File: config.mk
export PLATFORM = sky130hd
export DESIGN_NAME = writeback_arbiter
export DESIGN_NICKNAME = d
export VERILOG_FILES = /design/src/rtl/writeback_arbiter.sv
export SDC_FILE = /design/constraint.sdc
export NUM_CORES = 1
export LEC_CHECK = 0
export ABC_AREA = 1
export CELL_PAD_IN_SITES_DETAIL_PLACEMENT = 0
export CELL_PAD_IN_SITES_GLOBAL_PLACEMENT = 1
export CORE_ASPECT_RATIO = 1.25
export CORE_MARGIN = 2
export CORE_UTILIZATION = 35
export DETAILED_ROUTE_END_ITERATION = 8
export HOLD_SLACK_MARGIN = 0.05
export PLACE_DENSITY = 0.81
export REMOVE_ABC_BUFFERS = 1
export SYNTH_ARGS = -nofsm -noshare
export SYNTH_HDL_FRONTEND = slang
export SYNTH_SLANG_ARGS = --single-unit
File: constraint.sdc
create_clock -name clk -period 3.01 [get_ports clk]
set_input_delay 0.301 -clock clk [delete_from_list [all_inputs] [get_ports clk]]
set_output_delay 0.301 -clock clk [all_outputs]
set_load 0.01 [all_outputs]
File: src/rtl/writeback_arbiter.sv
// writeback_arbiter: merges two ALU pipes and a FIFO-buffered LSU onto two register-file write ports with WAW kill.
// Optional build macro WB_STATS_EN adds the stat_lsu_stall / stat_waw_kill counters.
`default_nettype none

module writeback_arbiter #(
  parameter int XLEN          = 32,
  parameter int LSU_BUF_DEPTH = 4
) (
  input  logic                             clk,
  input  logic                             rst_n,
  input  logic                             alu0_valid,
  input  logic [4:0]                       alu0_rd,
  input  logic [XLEN-1:0]                  alu0_data,
  input  logic                             alu1_valid,
  input  logic [4:0]                       alu1_rd,
  input  logic [XLEN-1:0]                  alu1_data,
  input  logic                             lsu_valid,
  output logic                             lsu_ready,
  input  logic [4:0]                       lsu_rd,
  input  logic [XLEN-1:0]                  lsu_data,
  output logic                             wr_en_0,
  output logic [4:0]                       rd_addr_0,
  output logic [XLEN-1:0]                  rd_data_0,
  output logic                             wr_en_1,
  output logic [4:0]                       rd_addr_1,
  output logic [XLEN-1:0]                  rd_data_1,
  output logic [$clog2(LSU_BUF_DEPTH):0]   wb_pending
`ifdef WB_STATS_EN
  ,
  output logic [31:0]                      stat_lsu_stall,
  output logic [31:0]                      stat_waw_kill
`endif
);

  localparam int AW = $clog2(LSU_BUF_DEPTH);

  logic [4:0]               buf_rd   [LSU_BUF_DEPTH];
  logic [XLEN-1:0]          buf_data [LSU_BUF_DEPTH];
  logic [LSU_BUF_DEPTH-1:0] buf_live;
  logic [AW-1:0]            head, tail;
  logic [AW:0]              count;

  logic                     alu0_eff, alu1_eff, push, pop, kill_in;
  logic                     head_live, head_wr;
  logic [LSU_BUF_DEPTH-1:0] kill_vec;
  logic                     n_en0, n_en1;
  logic [4:0]               n_rd0, n_rd1;
  logic [XLEN-1:0]          n_d0, n_d1;

  assign lsu_ready  = (count != (AW+1)'(LSU_BUF_DEPTH));
  assign wb_pending = count;
  assign push       = lsu_valid && lsu_ready;

  always_comb begin
    alu0_eff = alu0_valid && (alu0_rd != 5'd0) && !(alu1_valid && (alu1_rd == alu0_rd));
    alu1_eff = alu1_valid && (alu1_rd != 5'd0);
    kill_in  = push && ((alu0_eff && (lsu_rd == alu0_rd)) || (alu1_eff && (lsu_rd == alu1_rd)));
    kill_vec = '0;
    for (int i = 0; i < LSU_BUF_DEPTH; i++) begin
      // Only occupied, still-live slots count as killed
      kill_vec[i] = buf_live[i]
                 && ({1'b0, AW'(AW'(i) - head)} < count)
                 && ((alu0_eff && (buf_rd[i] == alu0_rd)) || (alu1_eff && (buf_rd[i] == alu1_rd)));
    end
    head_live = (count != '0) && buf_live[head] && (buf_rd[head] != 5'd0) && !kill_vec[head];
    head_wr   = head_live && !(alu0_eff && alu1_eff);
    pop       = (count != '0) && (head_wr || !head_live);
  end

  // Candidate order: ALU0, ALU1, FIFO head
  always_comb begin
    n_en0 = 1'b0; n_rd0 = 5'd0; n_d0 = '0;
    n_en1 = 1'b0; n_rd1 = 5'd0; n_d1 = '0;
    if (alu0_eff) begin
      n_en0 = 1'b1; n_rd0 = alu0_rd; n_d0 = alu0_data;
      if (alu1_eff) begin
        n_en1 = 1'b1; n_rd1 = alu1_rd; n_d1 = alu1_data;
      end else if (head_wr) begin
        n_en1 = 1'b1; n_rd1 = buf_rd[head]; n_d1 = buf_data[head];
      end
    end else if (alu1_eff) begin
      n_en0 = 1'b1; n_rd0 = alu1_rd; n_d0 = alu1_data;
      if (head_wr) begin
        n_en1 = 1'b1; n_rd1 = buf_rd[head]; n_d1 = buf_data[head];
      end
    end else if (head_wr) begin
      n_en0 = 1'b1; n_rd0 = buf_rd[head]; n_d0 = buf_data[head];
    end
  end

  always_ff @(posedge clk) begin
    if (push) begin
      buf_rd[tail]   <= lsu_rd;
      buf_data[tail] <= lsu_data;
    end
  end

  always_ff @(posedge clk) begin
    if (!rst_n) begin
      head      <= '0;
      tail      <= '0;
      count     <= '0;
      buf_live  <= '0;
      wr_en_0   <= 1'b0;
      rd_addr_0 <= 5'd0;
      rd_data_0 <= '0;
      wr_en_1   <= 1'b0;
      rd_addr_1 <= 5'd0;
      rd_data_1 <= '0;
    end else begin
      buf_live <= buf_live & ~kill_vec;
      if (push) begin
        buf_live[tail] <= !kill_in;
        tail           <= tail + AW'(1);
      end
      if (pop) head <= head + AW'(1);
      if (push && !pop)      count <= count + (AW+1)'(1);
      else if (!push && pop) count <= count - (AW+1)'(1);
      wr_en_0   <= n_en0;
      rd_addr_0 <= n_rd0;
      rd_data_0 <= n_d0;
      wr_en_1   <= n_en1;
      rd_addr_1 <= n_rd1;
      rd_data_1 <= n_d1;
    end
  end

`ifdef WB_STATS_EN
  always_ff @(posedge clk) begin
    if (!rst_n) begin
      stat_lsu_stall <= '0;
      stat_waw_kill  <= '0;
    end else begin
      if (lsu_valid && !lsu_ready) stat_lsu_stall <= stat_lsu_stall + 32'd1;
      if ((|kill_vec) || kill_in)  stat_waw_kill  <= stat_waw_kill + 32'd1;
    end
  end
`endif

endmodule

`default_nettype wire

==> flow_summary_export.csv <==
group,metric,value,unit
place,place.gp.congestion,0.853,
clock_tree,ctsRootBufferMaster,"clkbuf_16",
layout,nets,1454,
detailed_routing,dr.pass1.iters,5,
sta,worst_pin_slew,0.597,ns
synthesis,synth_flop_cell,"edfxtp_1",
synthesis,synth_area,10800,um2
layout,drive_gt1_frac,0.143,
clock_tree,insertion_delay,0.55,ns
hold_path,hold_path_class,"primary input to register",
synthesis,synth.avg_cell_area,9.71,um2
synthesis,synth.most_common_cell,"nand2_1",
clock_tree,htreeDepth,1,
synthesis,synthTopCellsByArea,"edfxtp_1 (41%), dfxtp_1 (16%), nand2_1 (7.6%)",
detailed_routing,drt_iter0_drc,467,
critical_path,crit_path_end_kind,"register",
floorplanning,die_w,161,um
floorplanning,ioPinCount,196,
power,vdd_ir_drop_max,0.358,mV
detailed_routing,drcViolationCount,0,
power,power_per_cell_area,721,nW/um2
floorplanning,row_count,71,
synthesis,synth_top_area_frac,0.411,
hold_path,holdPathStages,3,
synthesis,synth_common_cells,"nand2_1 (218), edfxtp_1 (148), o21ai_0 (109)",
grt,grt_pass1_vias,8817,
synthesis,synth_enable_flop_cells,148,
clock_tree,numClockSinks,237,
synthesis,synthDistinctLibCells,38,
sta,tns,0,ns
detailed_routing,viasPerCell,4.92,
critical_path,r2r_start,"head[0]",
clock_tree,cts_tree,"built",
grt,grt_overflow,0,
place,detailed_place_hpwl,20800,um
detailed_routing,routed_wl,31400,um
run,drv_cap,0,
synthesis,yosys.area.top_type,"edfxtp_1",
clock_tree,clock_path_buffers,3,
power,p_total,10400,uW
critical_path,cp-startpoint,"head[0]",
grt,grt_pass1_wl,48600,um
critical_path,path_common_cell,"nor2_2",
critical_path,cp.arrival,3.33,ns
grt,grt_max_degree,42,
critical_path,crit_fanout,6,
detailed_routing,num_vias,8613,
synthesis,async_flop_share,0,
synthesis,yosysSeqAreaShare,0.576,
critical_path,reg2regPathDepth,19,
critical_path,crit_path_cell_trace,"inv_1 > nor2_2 > nor2_2 > ha_1 > a21oi_1 > o21a_1 > nand3_1 > nand2_2 > nor2_8 > nand4_1 > nand2_1 > ha_1 > inv_1 > fa_2 > nor2_2 > nor2_1 > nand2_1 > o21ai_0 > a21oi_1",
sta,fin_crit_sh,0.946,
floorplanning,dieArea,32300,um2
clock_tree,cts_made_buffers,26,
critical_path,start_kind,"register",
synthesis,synth_cells,1113,
critical_path,slowest_delay,0.39,ns
sta,maxSlewViolCount,0,
power,cellLeakagePower,0.00559,uW
clock_tree,cts.clk_slew.worst_paths,0.06,ns
sta,fmax,351,MHz
sta,period_needed,2.85,ns
sta,finClkSkew,0.00815,ns
layout,syn_to_final_growth,33.3,%
detailed_routing,drtAntennaViolNets,0,
sta,slew_headroom,0.602,
hold_path,hold_start,"rst_n",
critical_path,required,3.49,ns
floorplanning,die_h,200,um
synthesis,synth_seq_cells,237,
synthesis,yosys_warnings,0,
sta,grt_setup_unrepaired,"true",
place,port-buffer-count,195,
sta,setup_violations,0,
floorplanning,initial_core_util,0.358,
critical_path,worstSetupPathType,"register to register",
sta,hold_viol_final,0,
critical_path,critPathSlowestCell,"dfxtp_4",
grt,grt_usage,0.191,
floorplanning,core_area,30200,um2
detailed_routing,wire_per_inst,17.9,um
grt,antenna_found_initial,2,
run_status,outcome,"completed",
[kinds of logic (layout without fill, tap and decap cells)]
group,Yosys count,in the layout,synth area share
AOI/OAI and AO/OA,245,245,0.135
xor gates and xnor gates,38,38,0.0308
adders and majority gates,10,10,0.0123
buffers and inverters,159,394,0.0650
DFF,237,237,0.576
muxes,1,1,0.00104
other,0,3,0
and+or+nand+nor,423,423,0.180
[layout by cell type, fill, tap and decap left out, drive strengths merged]
| cell | count |
|---|---|
| a211oi | 4 |
| a21o | 1 |
| a21oi | 58 |
| buf | 67 |
| bufinv | 3 |
| clkbuf | 28 |
| clkdlybuf4s50 | 194 |
| clkinv | 10 |
| clkinvlp | 5 |
| dfxtp | 89 |
| diode | 3 |
| edfxtp | 148 |
| fa | 1 |
| ha | 9 |
| inv | 87 |
| mux2 | 1 |
| nand2 | 221 |
| nand3 | 70 |
| nand4 | 38 |
| nor2 | 92 |
| nor3 | 2 |
| o2111ai | 1 |
| o21a | 3 |
| o21ai | 110 |
| o21bai | 35 |
| o22ai | 32 |
| o32ai | 1 |
| xnor2 | 24 |
| xor2 | 14 |
[worst max-delay path: cells and delay by family (launching register included)]
| family | cells | cell delay (ns) |
|---|---|---|
| buffers and inverters | 2 | 0.14 |
| flip-flops | 1 | 0.39 |
| AND/OR/NAND/NOR | 10 | 1.00 |
| adder cells (fa/ha/maj) | 3 | 0.79 |
| AO/OA/AOI/OAI | 4 | 0.45 |
[sequential cells by signal (all words and copies together), names as in the netlist, 3 cells and up, named ones only]
signal,cells
rd_data_1,32
rd_addr_0,5
buf_rd,20
rd_addr_1,5
buf_data,128
rd_data_0,32
wb_pending,3
buf_live,4
[through the flow]
step           instances  area, um2  hold WS, ns  setup slack (ns)  utilization
2_1_floorplan       1039      10400        0.400             -1.41            -
3_3_place_gp        1697      13400        0.510            -0.213        0.445
3_5_place_dp        1697      13400        0.527            -0.229        0.445
4_1_cts             1745      14300        0.148            0.0700        0.474
5_1_grt             1750      14400        0.177           -0.0806        0.477
6_report            1752      14400        0.162             0.161        0.477
[final timing paths]
path	end	slack, ns
worst max-delay path	wb_pending[2]	0.16
worst max register to register	wb_pending[2]	0.16
worst min-delay path	tail[1]	0.16
worst min register to register	tail[1]	0.53
[per-layer routing]
| metal | up-vias | track usage | wire, um |
|---|---|---|---|
| li1 | 4253 | - | - |
| met1 | 4063 | 0.230 | 12800 |
| met2 | 246 | 0.346 | 15900 |
| met3 | 51 | 0.0339 | 1910 |
| met4 | 0 | 0.0580 | 690 |
| met5 | - | 0 | 0 |
[area by class of cell]
class,instances,area [um2]
sequential,237,6240
fill,2841,15800
tap,401,502
inverter,85,323
antenna,3,7.51
multi-input combinational,717,3910
timing repair buffer,261,2530
clock buffer,28,668
clock inverter,20,221
[power breakdown]
group	internal, uW	switching (uW)	leakage, uW
Clock	1890	1360	0.000425
Combinational	1190	1920	0.00307
Sequential	3820	204	0.00209
Total	6900	3490	0.00559
[what timing repair did]
action                                  CTS  global route
gates resized for setup                   0            16
hold buffers                              0             0
endpoints found under the setup margin    0            12
setup buffers                             0             4
(Power assumes the default switching activity.)
